### src/rtl/bp_be_prefetch_scheduler.sv
// Stride prefetch sequencer: tracks per-PC load streams written by the RPT and
// issues their prefetch addresses round-robin to the dcache, one per cycle.

module bp_be_prefetch_entry #(
  parameter int vaddr_width_p       = 39,
  parameter int page_offset_width_p = 12,
  parameter int rem_width_p         = 4
) (
  input  logic                                          clk,
  input  logic                                          rst_n,
  input  logic                                          flush,
  input  logic                                          wr,
  input  logic                                          adv,
  input  logic [vaddr_width_p-1:0]                      trig_pc,
  input  logic [vaddr_width_p-1:0]                      wr_next,
  input  logic [vaddr_width_p-1:0]                      wr_stride,
  input  logic [vaddr_width_p-page_offset_width_p-1:0]  wr_page,
  input  logic [rem_width_p-1:0]                        wr_rem,
  output logic                                          v,
  output logic                                          hit,
  output logic                                          elig,
  output logic                                          active,
  output logic [vaddr_width_p-1:0]                      next_addr
);
  localparam logic [rem_width_p-1:0] one = rem_width_p'(1);

  logic [vaddr_width_p-1:0]                     pc;
  logic [vaddr_width_p-1:0]                     stride;
  logic [vaddr_width_p-page_offset_width_p-1:0] base_page;
  logic [rem_width_p-1:0]                       remaining;
  logic                                         on_page;

  assign on_page = next_addr[vaddr_width_p-1:page_offset_width_p] == base_page;
  assign active  = v & (remaining != '0);
  assign elig    = active & on_page;
  assign hit     = v & (pc == trig_pc);

  // Priority: flush > trigger write > issue advance > page-exit invalidate.
  always_ff @(posedge clk or negedge rst_n) begin
    if (!rst_n) begin
      v         <= 1'b0;
      pc        <= '0;
      next_addr <= '0;
      stride    <= '0;
      base_page <= '0;
      remaining <= '0;
    end else if (flush) begin
      v <= 1'b0;
    end else if (wr) begin
      v         <= 1'b1;
      pc        <= trig_pc;
      next_addr <= wr_next;
      stride    <= wr_stride;
      base_page <= wr_page;
      remaining <= wr_rem;
    end else if (adv) begin
      next_addr <= next_addr + stride;
      remaining <= remaining - one;
      v         <= (remaining != one);
    end else if (active & ~on_page) begin
      v <= 1'b0;
    end
  end
endmodule

module bp_be_prefetch_scheduler #(
  parameter int vaddr_width_p       = 39,
  parameter int stride_width_p      = 8,
  parameter int streams_p           = 4,
  parameter int degree_p            = 4,
  parameter int page_offset_width_p = 12
) (
  input  logic                      clk_i,
  input  logic                      reset_n_i,
  input  logic                      init_done_i,
  input  logic                      stride_v_i,
  input  logic [stride_width_p-1:0] stride_i,
  input  logic [vaddr_width_p-1:0]  pc_i,
  input  logic [vaddr_width_p-1:0]  eff_addr_i,
  input  logic                      confirm_i,
  input  logic                      flush_i,
  output logic                      pf_v_o,
  output logic [vaddr_width_p-1:0]  pf_addr_o,
  input  logic                      pf_ready_i,
  output logic                      drop_o,
  output logic                      busy_o
);
  localparam int rem_w = $clog2(2*degree_p+1);
  localparam int idx_w = $clog2(streams_p);

  logic [streams_p-1:0]                    v, hit, elig, active, wr, adv;
  logic [streams_p-1:0][vaddr_width_p-1:0] next_addr;
  logic [idx_w-1:0]                        rr, win, cand, free_idx;
  logic                                    any_elig, any_free, any_hit, accept, load;
  logic [vaddr_width_p-1:0]                stride_sext, wr_next;
  logic [rem_w-1:0]                        wr_rem;

  assign stride_sext = {{(vaddr_width_p-stride_width_p){stride_i[stride_width_p-1]}}, stride_i};
  assign wr_next     = eff_addr_i + stride_sext;
  assign wr_rem      = confirm_i ? rem_w'(2*degree_p) : rem_w'(degree_p);
  assign accept      = stride_v_i & init_done_i & ~flush_i & (stride_i != '0);
  assign any_hit     = |hit;
  assign load        = (~pf_v_o | pf_ready_i) & any_elig;
  assign busy_o      = (|active) | pf_v_o;

  always_comb begin
    any_free = 1'b0;
    free_idx = '0;
    for (int i = streams_p-1; i >= 0; i--) begin
      if (!v[i]) begin
        any_free = 1'b1;
        free_idx = idx_w'(i);
      end
    end
  end

  // First eligible entry at or after rr, wrapping.
  always_comb begin
    any_elig = 1'b0;
    win      = rr;
    cand     = rr;
    for (int k = 0; k < streams_p; k++) begin
      cand = rr + idx_w'(k);
      if (!any_elig && elig[cand]) begin
        any_elig = 1'b1;
        win      = cand;
      end
    end
  end

  always_comb begin
    wr  = '0;
    adv = '0;
    for (int i = 0; i < streams_p; i++) begin
      wr[i]  = accept & (any_hit ? hit[i] : (any_free & (free_idx == idx_w'(i))));
      adv[i] = load & (win == idx_w'(i));
    end
  end

  for (genvar g = 0; g < streams_p; g++) begin : g_ent
    bp_be_prefetch_entry #(
      .vaddr_width_p(vaddr_width_p),
      .page_offset_width_p(page_offset_width_p),
      .rem_width_p(rem_w)
    ) u_ent (
      .clk(clk_i), .rst_n(reset_n_i), .flush(flush_i), .wr(wr[g]), .adv(adv[g]),
      .trig_pc(pc_i), .wr_next(wr_next), .wr_stride(stride_sext),
      .wr_page(eff_addr_i[vaddr_width_p-1:page_offset_width_p]), .wr_rem(wr_rem),
      .v(v[g]), .hit(hit[g]), .elig(elig[g]), .active(active[g]), .next_addr(next_addr[g])
    );
  end

  always_ff @(posedge clk_i or negedge reset_n_i) begin
    if (!reset_n_i) begin
      pf_v_o    <= 1'b0;
      pf_addr_o <= '0;
      drop_o    <= 1'b0;
      rr        <= '0;
    end else begin
      drop_o <= accept & ~any_hit & ~any_free;
      if (flush_i) begin
        pf_v_o <= 1'b0;
      end else if (load) begin
        pf_v_o    <= 1'b1;
        pf_addr_o <= next_addr[win];
        rr        <= win + idx_w'(1);
      end else if (pf_ready_i) begin
        pf_v_o <= 1'b0;
      end
    end
  end
endmodule
### config.mk
export PLATFORM = sky130hd
export DESIGN_NAME = bp_be_prefetch_scheduler
export DESIGN_NICKNAME = d
export VERILOG_FILES = /design/src/rtl/bp_be_prefetch_scheduler.sv
export SDC_FILE = /design/constraint.sdc
export NUM_CORES = 2
export LEC_CHECK = 0
export ABC_AREA = 1
export CAP_MARGIN = 20
export CELL_PAD_IN_SITES_DETAIL_PLACEMENT = 0
export CELL_PAD_IN_SITES_GLOBAL_PLACEMENT = 1
export CORE_ASPECT_RATIO = 1.4
export CORE_MARGIN = 5
export CORE_UTILIZATION = 41
export CTS_CLUSTER_DIAMETER = 40
export CTS_CLUSTER_SIZE = 14
export DETAILED_ROUTE_END_ITERATION = 10
export MAX_ROUTING_LAYER = met4
export PLACE_DENSITY_LB_ADDON = 0.1
export SYNTH_ARGS = -nofsm -noshare
export SYNTH_HDL_FRONTEND = slang
export SYNTH_SLANG_ARGS = --single-unit
### constraint.sdc
create_clock -name clk_i -period 2.7 [get_ports clk_i]
set_input_delay 0.27 -clock clk_i [delete_from_list [all_inputs] [get_ports clk_i]]
set_output_delay 0.27 -clock clk_i [all_outputs]
set_load 0.05 [all_outputs]
==> flow_summary.ini <==
[setup_path]
end_kind = register
critPathMaxStageDelay_ps = 420
cp_slowest_cell = dfrtp_2
crit_required_ps = 3350
crit_path_max_fanout = 6
crit_type = reg -> reg
worst_ep_arrival_time_ps = 4060
r2r_cells = 29
worst_setup_path_start_kind = register

[yosys]
synth_area_per_cell_um2 = 6.73
netlist_area_um2 = 39200
synth.area.top_cells = dfrtp_1 33%, nand2_1 18%, ha_1 6.4%, o21ai_0 6.2%, inv_1 5.3%
synth-edff-count = 0
synth_cell_types = 52
synthFlopType = dfrtp_1
yosysWarnings = 0
synthArstFlopShare_pct = 100
synth-seq-cells = 515
synth_cells = 5832
syn-num-nets = 6132
seq_area_frac_synth_pct = 32.9
yosys.area.top_type = dfrtp_1
yosys.area.top_type_share_pct = 32.9

[floorplanning]
rows = 134
start_util_pct = 41.2
core_um2 = 95200
ios = 135
die_area_um2 = 102000
fp.dieH_um = 376
fp.dieW_um = 271

[pwr]
clock_power_share_pct = 19.7
p_comb_share_pct = 63.0
powerDensity_nw_per_um2 = 1110
p_leak_nw = 30.6
switching_share_pct = 46.0
sequentialPowerShare_pct = 17.3
p_int_w = 0.0358
vdd_drop_max_v = 0.000725
switchingPower_w = 0.0304

[detailed_routing]
drtIter0Drc = 4257
drtPass1Iterations = 6
num_vias = 47311
wire_per_inst_um = 24.6
wl_mm = 215
drc = 0
antenna_left = 0
via_per_inst = 5.42

[global_route]
grt_max_degree = 86
grt_overflow = 0
grt_usage_pct = 41.6
grt_pass1_vias = 46200
grt_first_pass_wirelength_mm = 302
antenna_found_initial = 20

[sta]
hold_violations = 0
min_period_ps = 3410
drv_slew = 0
worst_slew_pin_slew_ps = 944
timing.final.crit_share_pct = 126
rsz0062_at_grt = true
clock-skew-final_ps = 37.1
clock.fmax_mhz = 293
setup_viol = 456
relSlewSlack_pct = 37.0
layout_setup_ws_ps = -713

[clock_network]
cts_tree = built
clk_pin_slew_ps = 50
cts_made_buffers = 90
cts_root_buf = clkbuf_16
clk_path_buf_depth = 3
clk_latency_ps = 720
clkSinkCount = 515
htree_levels = 3

[status]
outcome = finished with violations
violations = negative setup slack

[finish]
final_common_cell = nand2_1
nNetsFinal = 7711
fillerInstances = 8910
drive_above_1_share_pct = 28.1
area_growth_pct = 52.0
fin_util_pct = 62.6
final_cell_mix = 1730 x nand2_1, 1380 x buf_4, 544 x inv_1

[placement]
hpwl_mm = 171
gp_congestion = 1.07
io_buffer_count = 134
dp_slack_ps = -897

[hold_path]
hold_class = in -> async

[job]
maxCapViolCount = 0
[worst max-delay path: cells and delay by family (launching register included)]
| kind | cells | cell delay, ps |
|---|---|---|
| AO/OA/AOI/OAI | 1 | 170 |
| adder cells (fa/ha/maj) | 1 | 140 |
| buffers and inverters | 7 | 790 |
| flip-flops | 1 | 420 |
| AND/OR/NAND/NOR | 20 | 1780 |
[final timing paths]
kind                                                   start                            to  slack [ps]
worst max-delay path            g_ent[0].u_ent.next_addr[17]  g_ent[3].u_ent.next_addr[20]        -710
worst min-delay path                               reset_n_i         g_ent[1].u_ent.pc[38]         150
worst max register to register  g_ent[0].u_ent.next_addr[17]  g_ent[3].u_ent.next_addr[20]        -710
worst min register to register                 pf_addr_o[35]                 pf_addr_o[35]         480
max in group asynchronous                          reset_n_i  g_ent[2].u_ent.next_addr[37]        1650
min in group clk_i                                  pc_i[17]         g_ent[1].u_ent.pc[17]         300
[synth_stat cells, drive strengths merged, types with 7 or more instances]
| library cell | n |
|---|---|
| nand2 | 1928 |
| a21boi | 9 |
| o221ai | 12 |
| xnor2 | 125 |
| ha | 202 |
| o211ai | 29 |
| inv | 581 |
| or2 | 66 |
| nor3 | 49 |
| nand3 | 277 |
| o21bai | 21 |
| dfrtp | 515 |
| o21a | 20 |
| clkbuf | 70 |
| a21o | 23 |
| a31oi | 47 |
| nor2 | 461 |
| nor4 | 41 |
| nand4 | 131 |
| a211oi | 7 |
| o21ai | 620 |
| buf | 131 |
| xor2 | 151 |
| a21oi | 279 |
[stage by stage]
step	hold slack, ps	setup TNS [ps]	total power, W	std cells	instance area, um^2
2_1_floorplan	-25.6	0	0.0278	5832	39400
3_3_place_gp	262	-278000	0.0472	8476	53600
3_5_place_dp	259	-297380	0.0473	8476	53600
4_1_cts	108	-156990	0.0625	8674	57900
5_1_grt	173	-255970	0.0691	8724	59600
6_report	151	-161670	0.0661	8737	59600
[flip-flops by register name, indices dropped and copies added (netlist names)]
name,flops
pf_addr_o,39
rr,2
g_ent.u_ent.base_page,108
g_ent.u_ent.pc,156
pf_v_o,1
g_ent.u_ent.remaining,16
g_ent.u_ent.v,4
drop_o,1
g_ent.u_ent.next_addr,156
g_ent.u_ent.stride,32
[per-layer routing]
layer | part of all wire (%) | vias to the layer above | track usage [%] | routed length, um
met5 | 0 | - | - | 0
met2 | 47 | 2071 | 68.6 | 102000
met3 | 6.6 | 899 | 6.60 | 14200
met4 | 12 | 0 | 39.1 | 26200
met1 | 34 | 21982 | 41.9 | 72600
li1 | - | 22359 | - | -
[power by group through the flow]
stage	Clock, W	Sequential, W	Combinational (W)
2_1_floorplan	0	0.0119	0.0159
3_3_place_gp	0	0.0114	0.0357
3_5_place_dp	0	0.0115	0.0359
4_1_cts	0.0131	0.0114	0.0380
5_1_grt	0.0135	0.0116	0.0440
6_report	0.0130	0.0114	0.0417
[cells by family after synthesis]
group	Yosys count	share of synthesized area [%]
XOR/XNOR	276	6.16
flip-flops	515	32.9
adder cells (fa/ha/maj)	207	6.70
buffers and inverters	782	8.00
AND/OR/NAND/NOR	2968	31.3
AO/OA/AOI/OAI	1084	15.0
[final cells by class]
cell class                 instances  area, um^2  share of cell area (%)
inverter                         581        2210                    3.71
multi-input combinational       4535       24600                    41.2
sequential                       515       12900                    21.6
tap                             1224        1530                    2.57
clock inverter                    71        1050                    1.76
clock buffer                      99        2350                    3.93
antenna                           24        60.1                   0.101
timing repair buffer            1688       14900                    25.1
[timing repair]
action                     CTS  global route
hold endpoints to repair   286             0
gates cloned                 8            18
gates resized for setup    125           350
pin swaps                   19            77
hold buffers                 1             0
setup endpoints to repair  456           515
setup buffers               20            29
Note: power is estimated with default switching activity, not from simulation.
